File: src/rtl/st_aligner_pkg.sv
// Shared store-path definitions: SB/SH/SW funct3 codes, FSM state encoding
// and the funct3 -> byte-mask helper used by both the FSM and the lane generator.
package st_aligner_pkg;

    localparam logic [2:0] F3_SB = 3'b000;
    localparam logic [2:0] F3_SH = 3'b001;
    localparam logic [2:0] F3_SW = 3'b010;

    typedef enum logic [1:0] {
        IDLE  = 2'b00,
        WR_LO = 2'b01,
        WR_HI = 2'b10
    } st_state_e;

    // An all-zero mask marks an illegal funct3.
    function automatic logic [3:0] st_mask(input logic [2:0] funct3);
        case (funct3)
            F3_SB:   return 4'b0001;
            F3_SH:   return 4'b0011;
            F3_SW:   return 4'b1111;
            default: return 4'b0000;
        endcase
    endfunction

endpackage

File: src/rtl/st_aligner_lane.sv
// st_lane_gen: positions store data and byte strobes across a 64-bit window
// spanning the addressed word and the word after it.
module st_lane_gen
    import st_aligner_pkg::*;
(
    input  logic [2:0]  funct3,
    input  logic [1:0]  off,
    input  logic [31:0] data,
    output logic [63:0] lane_data,
    output logic [7:0]  lane_strb,
    output logic        illegal
);

    logic [3:0]  mask;
    logic [31:0] data_m;

    // NOTE: every output of a combinational block is assigned on every path,
    // otherwise synthesis infers a latch to hold the old value.
    always_comb begin
        mask      = st_mask(funct3);
        data_m    = data & {{8{mask[3]}}, {8{mask[2]}}, {8{mask[1]}}, {8{mask[0]}}};
        lane_data = {32'b0, data_m} << {off, 3'b000};
        lane_strb = {4'b0000, mask} << off;
        illegal   = (mask == 4'b0000);
    end

endmodule

File: src/rtl/st_aligner.sv
// MEM-stage store unit: turns SB/SH/SW into word-aligned strobed writes over a
// valid/ack interface, splitting word-crossing stores when ALLOW_MISALIGNED=1.
module st_aligner
    import st_aligner_pkg::*;
#(
    parameter bit ALLOW_MISALIGNED = 1'b1
) (
    input  logic        clk,
    input  logic        rst,
    input  logic        st_valid,
    input  logic [2:0]  st_funct3,
    input  logic [31:0] st_addr,
    input  logic [31:0] st_data,
    output logic        st_ready,
    output logic        st_done,
    output logic        st_misaligned,
    output logic        st_illegal,
    output logic        stall,
    output logic        mem_req,
    output logic [31:0] mem_addr,
    output logic [31:0] mem_wdata,
    output logic [3:0]  mem_wstrb,
    input  logic        mem_ack
);

    st_state_e   state_q, state_d;
    logic [31:0] addr_q, data_q, word_addr;
    logic [2:0]  funct3_q;
    logic        reject_q, done_q, done_d;
    logic [63:0] lane_data;
    logic [7:0]  lane_strb;
    logic        lane_illegal;
    logic        accept, in_illegal, in_cross, in_reject;
    logic [3:0]  in_mask;

    st_lane_gen u_lane (
        .funct3    (funct3_q),
        .off       (addr_q[1:0]),
        .data      (data_q),
        .lane_data (lane_data),
        .lane_strb (lane_strb),
        .illegal   (lane_illegal)
    );

    // Legality and crossing are decided on the live request so a legal store
    // can raise mem_req the very next cycle.
    assign accept     = st_valid && (state_q == IDLE);
    assign in_mask    = st_mask(st_funct3);
    assign in_illegal = (in_mask == 4'b0000);
    assign in_cross   = ({4'b0000, in_mask} << st_addr[1:0]) > 8'h0F;
    assign in_reject  = in_illegal || (in_cross && !ALLOW_MISALIGNED);

    always_comb begin
        state_d = state_q;
        done_d  = 1'b0;
        case (state_q)
            IDLE:  if (accept && !in_reject) state_d = WR_LO;
            WR_LO: if (mem_ack) begin
                if (lane_strb > 8'h0F) begin
                    state_d = WR_HI;
                end else begin
                    state_d = IDLE;
                    done_d  = 1'b1;
                end
            end
            WR_HI: if (mem_ack) begin
                state_d = IDLE;
                done_d  = 1'b1;
            end
            default: state_d = IDLE;
        endcase
    end

    // NOTE: sequential state uses non-blocking assignments so every register
    // samples pre-edge values regardless of statement order.
    always_ff @(posedge clk) begin
        if (rst) begin
            state_q  <= IDLE;
            addr_q   <= '0;
            data_q   <= '0;
            funct3_q <= '0;
            reject_q <= 1'b0;
            done_q   <= 1'b0;
        end else begin
            state_q  <= state_d;
            reject_q <= accept && in_reject;
            done_q   <= done_d;
            if (accept) begin
                addr_q   <= st_addr;
                data_q   <= st_data;
                funct3_q <= st_funct3;
            end
        end
    end

    assign word_addr = {addr_q[31:2], 2'b00};

    assign st_ready      = (state_q == IDLE);
    assign stall         = st_valid && !st_ready;
    assign st_done       = done_q;
    assign st_illegal    = reject_q && lane_illegal;
    assign st_misaligned = reject_q && !lane_illegal;

    // Write fields come straight from captured registers, so they cannot move
    // while a write waits for its ack; they read zero when no write is open.
    assign mem_req   = (state_q != IDLE);
    assign mem_addr  = !mem_req ? '0 : (state_q == WR_HI) ? word_addr + 32'd4 : word_addr;
    assign mem_wdata = !mem_req ? '0 : (state_q == WR_HI) ? lane_data[63:32] : lane_data[31:0];
    assign mem_wstrb = !mem_req ? '0 : (state_q == WR_HI) ? lane_strb[7:4] : lane_strb[3:0];

endmodule

File: config.mk
export PLATFORM = sky130hd
export DESIGN_NAME = st_aligner
export DESIGN_NICKNAME = d
export VERILOG_FILES = /design/src/rtl/st_aligner_pkg.sv /design/src/rtl/st_aligner_lane.sv /design/src/rtl/st_aligner.sv
export SDC_FILE = /design/constraint.sdc
export NUM_CORES = 1
export LEC_CHECK = 0
export CELL_PAD_IN_SITES_DETAIL_PLACEMENT = 1
export CELL_PAD_IN_SITES_GLOBAL_PLACEMENT = 2
export CORE_UTILIZATION = 24
export DETAILED_ROUTE_END_ITERATION = 10
export PLACE_DENSITY = 0.87
export SLEW_MARGIN = 20
export SYNTH_ARGS = -nofsm -noshare
export SYNTH_HDL_FRONTEND = slang
export SYNTH_SLANG_ARGS = --single-unit
File: constraint.sdc
create_clock -name clk -period 2.98 [get_ports clk]
set_input_delay 0.596 -clock clk [delete_from_list [all_inputs] [get_ports clk]]
set_output_delay 0.596 -clock clk [all_outputs]
set_load 0.03 [all_outputs]
Word-level counts from Yosys, hierarchy flattened:

Cells that the tools add are included.

* register bits after elaboration: 71
* bits of input ports: 71
* output and inout port bits: 74
* word-level logic and storage cells: 53

* $add $sub $neg: 1
* order comparisons: 1
* equal/unequal tests: 9
* shifts and indexed selects: 2
* muxes and demuxes: 17
* bitwise operators: 1
* reductions and logical operators: 16

Operators with widths (count)
* $mux 32: 4
* $shl 32x5->64: 1
* $add 32x3->32 const B: 1
* $and 32x32->32: 1
* $pmux 4 s3: 2
* $gt 8x4->1 const B: 1
* $logic_not 4->1: 2
* $mux 2: 4
* $mux 4: 2
* $shl 4x2->8: 1
* $eq 3x1->1 const B: 2
* $eq 3x2->1 const B: 2
* $logic_and 1x1->1: 6
* $logic_not 3->1: 2
* $pmux 2 s3: 1
* $ne 2x2->1 const B: 2
* $logic_not 1->1: 3
* $mux 1: 3
* $reduce_and 3->1: 1
* $eq 2x1->1 const B: 1
* $eq 2x2->1 const B: 1
* $logic_not 2->1: 1
* $ne 2x1->1 const B: 1
* $pmux 1 s2: 1
* $reduce_bool 2->1: 1

Depth between registers and ports, before layout:

* depth after elaboration: 7
* gate-level depth with buffers: 8
* mapped depth without buffers: 6

Modules after synthesis:

From an unflattened synthesis, not the netlist that was laid out.

* cells, all modules: 694
* area, all modules: 4882.2 sq um

Modules (own cells, without submodules)
* st_aligner: instances 1, cells each 536, area an instance 3853.7 sq um, sequential area each 1421.4 sq um
* st_lane_gen: instances 1, cells each 158, area an instance 1028.5 sq um, sequential area each 0.0 sq um

Worst setup path after synthesis:

OpenSTA, ideal clock, no wires.

* kind: register to output
* from: register state_q[0]
* to: output mem_addr[24]
* data arrival time: 2331 ps
* data required time: 2384 ps
* path slack: 53 ps
* stages on the path, launching flop included: 9
* cell sequence: dfxtp_1 -> inv_1 -> ha_1 -> clkbuf_2 -> nand4_1 -> or4_1 -> buf_2 -> or4_1 -> a21oi_1

* longest elaborated chain between the ends: 3

RTL lines
* from (decl): line st_aligner.sv:26 `st_state_e state_q, state_d;`
* from (signal assigned): line st_aligner.sv:85 `state_q <= state_d;`
* $eq 2x2->1: line st_aligner.sv:107 `assign mem_addr = !mem_req ? '0 : (state_q == WR_HI) ? word_addr + 32'd4 : word_addr;`
* $mux 32: line st_aligner.sv:107
* $mux 32 (*): line st_aligner.sv:107
* to (decl): line st_aligner.sv:20 `output logic [31:0] mem_addr,`

Mark *: on every way between the ends. The rest lies on a longest branch, timed or not.

Worst setup path in the final report:

Ends and elaborated chain as after synthesis.

==> run summary <==
0 antenna diodes ended up in the layout. Hold repair after CTS inserted 0 buffers. Overall power consumption: 2.82 mW. Area of the die: 0.0191 sq mm.

STA classifies the critical path startpoint as a register. The switching share of total power is 0.285. The congestion estimate from routability-driven global placement came to 0.866. The worst relative slew slack came out at 0.625. By startpoint and endpoint, the worst setup path is classified as register to output port. The global-route congestion overflow total came out at 0. Setup repair after global routing could not meet its margin everywhere. In this run the power density over the cells is 404 mW/mm^2. Subtracting the final worst setup slack from the clock period gives 2.96 ns. For the final database, setup skew stands at 0.00726 ns. The effective utilization at floorplan was 0.246.

The path class of the tightest hold or removal check is register to register. Data on the critical path is required at its endpoint by 2.38 ns. The portion of total power attributed to sequential cells came out at 0.385. The count of buffers added on input and output ports is 142.

Clock-pin slew was measured on the worst setup and hold paths at 0.06 ns. Sorting the synthesized cells by how often they occur yields sky130_fd_sc_hd__nand2_1, sky130_fd_sc_hd__a21oi_1, sky130_fd_sc_hd__dfxtp_1. The run finished, with violations left. The signed area change from the synthesized netlist to the final layout is 56.9%, and the initial antenna violation count is 0.

The tools report the number of hold violations in the final report as 0. Dividing the detail-routed wire length by the instance count gives 17.5 um. Entering global routing, the biggest net connects 48 pins. The post-detailed-route via-to-cell ratio is 5.03, and the clock net sink count is 71. The synthesized cell area is 0.00445 sq mm. Setup violations remaining at the end of the flow were counted as 0. The initialized floorplan defines 49 standard-cell rows. For this run, the post-layout net count is 899. The run gives 0 as the final-report max-slew violation count.

The tools report the largest vdd supply drop as 0.258 mV. The global router's overall resource usage came out at 0.190. Worst hold path depth: 2. Maximum fanout count along the critical path: 7. Summed over all cells, the static leakage comes to 2.55 nW. In this run the mean area of a mapped cell was 6.77 sq um. The tools report the final core utilization as 0.386.

Sorting the synthesized cells by area gives the leading types as sky130_fd_sc_hd__dfxtp_1, sky130_fd_sc_hd__nand2_1, sky130_fd_sc_hd__a21oi_1. The share of post-route cells with drive strength above 1 is 0.221, and the period utilization is 0.993. The number of global-route vias before repair came out at 5,199. For this design the total switching power over the nets is 0.803 mW.

Async set-or-reset flop fraction in the synthesized netlist: 0. Counting flops and latches in the post-synthesis netlist gives 71. TritonCTS built the clock tree. Max-cap violations in this run came to 0. During synthesis, Yosys emitted a total of 0 warnings. The die width is 138 um. The highest attainable clock frequency came out at 338 MHz.

The type of element capturing the critical path is an output port. The portion of synthesized cell area occupied by the leading cell type works out to 0.320. The run gives 51 as the count of cell types in the netlist.

The length in cells of the worst reg-to-reg path was 8; the total wire length after detailed routing was 18,500 um. The HPWL reported at the end of detailed placement is 13,500 um, and the worst-margin pin slew is 0.563 ns. In this run the standard cell core region covers 0.0181 sq mm. The die boundary height is 138 um. The share of synthesized area occupied by flip-flops and latches came out at 0.320. The most area-hungry cell type in the Yosys netlist was sky130_fd_sc_hd__dfxtp_1. The final reports fail on DRC. The maximum level of the CTS H-tree was 3; the signal arrival time at the worst endpoint was 2.36 ns.

In the synthesized netlist the dominant register cell turns out to be sky130_fd_sc_hd__dfxtp_1. The CTS root buffer was sky130_fd_sc_hd__clkbuf_16. For the total clock buffers created by CTS, the log shows 9. The detailed router placed 5,317 vias in this run.

The later pin in the worst-skew pair is clocked with a latency of 0.34 ns. The remaining antenna violation count is 0. The run gives 2.01 mW as the cell-internal power. The clock group share of total power was 0.418; the length of the first detailed-routing pass in iterations was 8. Number of synthesized flops with an enable pin: 0. The DRC violation count after routing came out at 14. Most used standard cell by instance count after synthesis: sky130_fd_sc_hd__nand2_1.

The clock passes through at most 2 buffers. Counting every instance in the synthesized netlist gives 657. The tools report the wire length of the first global-routing pass as 28,900 um. The logs give 145 for the number of I/O pins and 251 for the number of design-rule violations left by the first detailed-router iteration. The run gives 0.197 as the combinational share of power.
==> routing by layer <==
| layer | global-route usage | part of all wire |
|---|---|---|
| met1 | 0.259 | 0.48 |
| met2 | 0.306 | 0.46 |
| met3 | 0.0270 | 0.036 |
| met4 | 0.0680 | 0.019 |
| met5 | 0 | 0 |
==> power by group through the flow <==
stage               logic (mW)  registers [mW]  clock network [mW]
finish                   0.555            1.08                1.18
global route             0.609            1.09                1.25
CTS                      0.547            1.08                1.21
detailed placement       0.542            1.10                   0
global placement         0.537            1.10                   0
floorplan                0.289            1.08                   0
==> metrics by stage <==
step	setup WS (ns)	cells	TNS (ns)	instance area [sq um]	hold WS [ns]
after detailed placement	-0.121	1024	-0.126	6260	0.476
final	0.0219	1058	0	6970	0.489
after global placement	-0.0318	1024	-0.0318	6260	0.464
after CTS	-0.0976	1043	-0.183	6680	0.490
after floorplan	0.0532	658	0	4450	0.445
after global routing	-0.0565	1058	-0.214	6970	0.507
==> cells in the final DEF (no fill, tap or decap), types with 5 or more instances in the layout <==
cell                              Yosys  routed
sky130_fd_sc_hd__a211oi_1             8       8
sky130_fd_sc_hd__a21oi_1            117     110
sky130_fd_sc_hd__a21oi_2              0       6
sky130_fd_sc_hd__a221oi_1             9       9
sky130_fd_sc_hd__a22o_1               8       8
sky130_fd_sc_hd__a31oi_1              8       7
sky130_fd_sc_hd__buf_12               0       8
sky130_fd_sc_hd__buf_4                2     101
sky130_fd_sc_hd__buf_6                0      11
sky130_fd_sc_hd__clkbuf_16            0      11
sky130_fd_sc_hd__clkdlybuf4s50_1      0      78
sky130_fd_sc_hd__dfxtp_1             71      68
sky130_fd_sc_hd__dlygate4sd2_1        0       9
sky130_fd_sc_hd__inv_1                6       5
sky130_fd_sc_hd__mux2i_1              9       9
sky130_fd_sc_hd__nand2_1            191     189
sky130_fd_sc_hd__nand3_1              9       8
sky130_fd_sc_hd__nand4_1             11      11
sky130_fd_sc_hd__nor2_1              24      22
sky130_fd_sc_hd__nor2b_1              5       5
sky130_fd_sc_hd__nor3_1               6       6
sky130_fd_sc_hd__o21ai_0             24      24
sky130_fd_sc_hd__o22ai_1              8       8
sky130_fd_sc_hd__o31ai_1              9       7
sky130_fd_sc_hd__or4_4                0       7
sky130_fd_sc_hd__xnor2_1              8       8
sky130_fd_sc_hd__xor2_1               8       8
==> worst paths after layout <==
kind                                 from                       to  slack, ns
hold reg to reg   addr_q[20]$_SDFFE_PP0P_  addr_q[20]$_SDFFE_PP0P_       0.49
hold / removal    addr_q[20]$_SDFFE_PP0P_  addr_q[20]$_SDFFE_PP0P_       0.49
setup / recovery  state_q[0]$_SDFFE_PP0P_             mem_addr[24]       0.02
setup reg to reg  state_q[0]$_SDFFE_PP0P_   addr_q[9]$_SDFFE_PP0P_       1.01
==> area by class of cell <==
class	count	area [sq um]
well taps	229	287
clock inverters	5	81.3
inverters	6	22.5
repair buffers	212	1980
flip-flops and latches	71	1430
clock buffers	11	243
fillers	2209	11100
multi-input cells	524	2940
==> kinds of logic after synthesis <==
family | after synthesis | share of synthesized area
flops | 71 | 0.320
mux | 10 | 0.0228
xor+xnor | 16 | 0.0315
other cells | 1 | 0.000844
compound gates | 202 | 0.263
fa+ha+maj | 4 | 0.0113
buf+inv | 64 | 0.0583
simple gates | 289 | 0.292
==> worst max-delay path, stage by stage (launching register included) <==
cell,delay (ns)
sky130_fd_sc_hd__dfxtp_2,0.32
sky130_fd_sc_hd__inv_2,0.07
sky130_fd_sc_hd__ha_4,0.15
sky130_fd_sc_hd__buf_8,0.11
sky130_fd_sc_hd__nand4_1,0.12
sky130_fd_sc_hd__or4_4,0.48
sky130_fd_sc_hd__or4_4,0.45
sky130_fd_sc_hd__a21oi_4,0.16
sky130_fd_sc_hd__buf_6,0.14
==> flip-flops by register name (all words and copies together), names as in the netlist <==
register / count
data_q: 32
reject_q: 1
st_done: 1
state_q: 2
funct3_q: 3
addr_q: 32
==> timing repair <==
item | CTS | global route
setup endpoints to repair | 31 | 28
pin swaps | 6 | 19
cloned | 0 | 3
setup buffers | 3 | 12
resized for setup | 30 | 41
No activity file was read; power rests on OpenSTA's default activity.
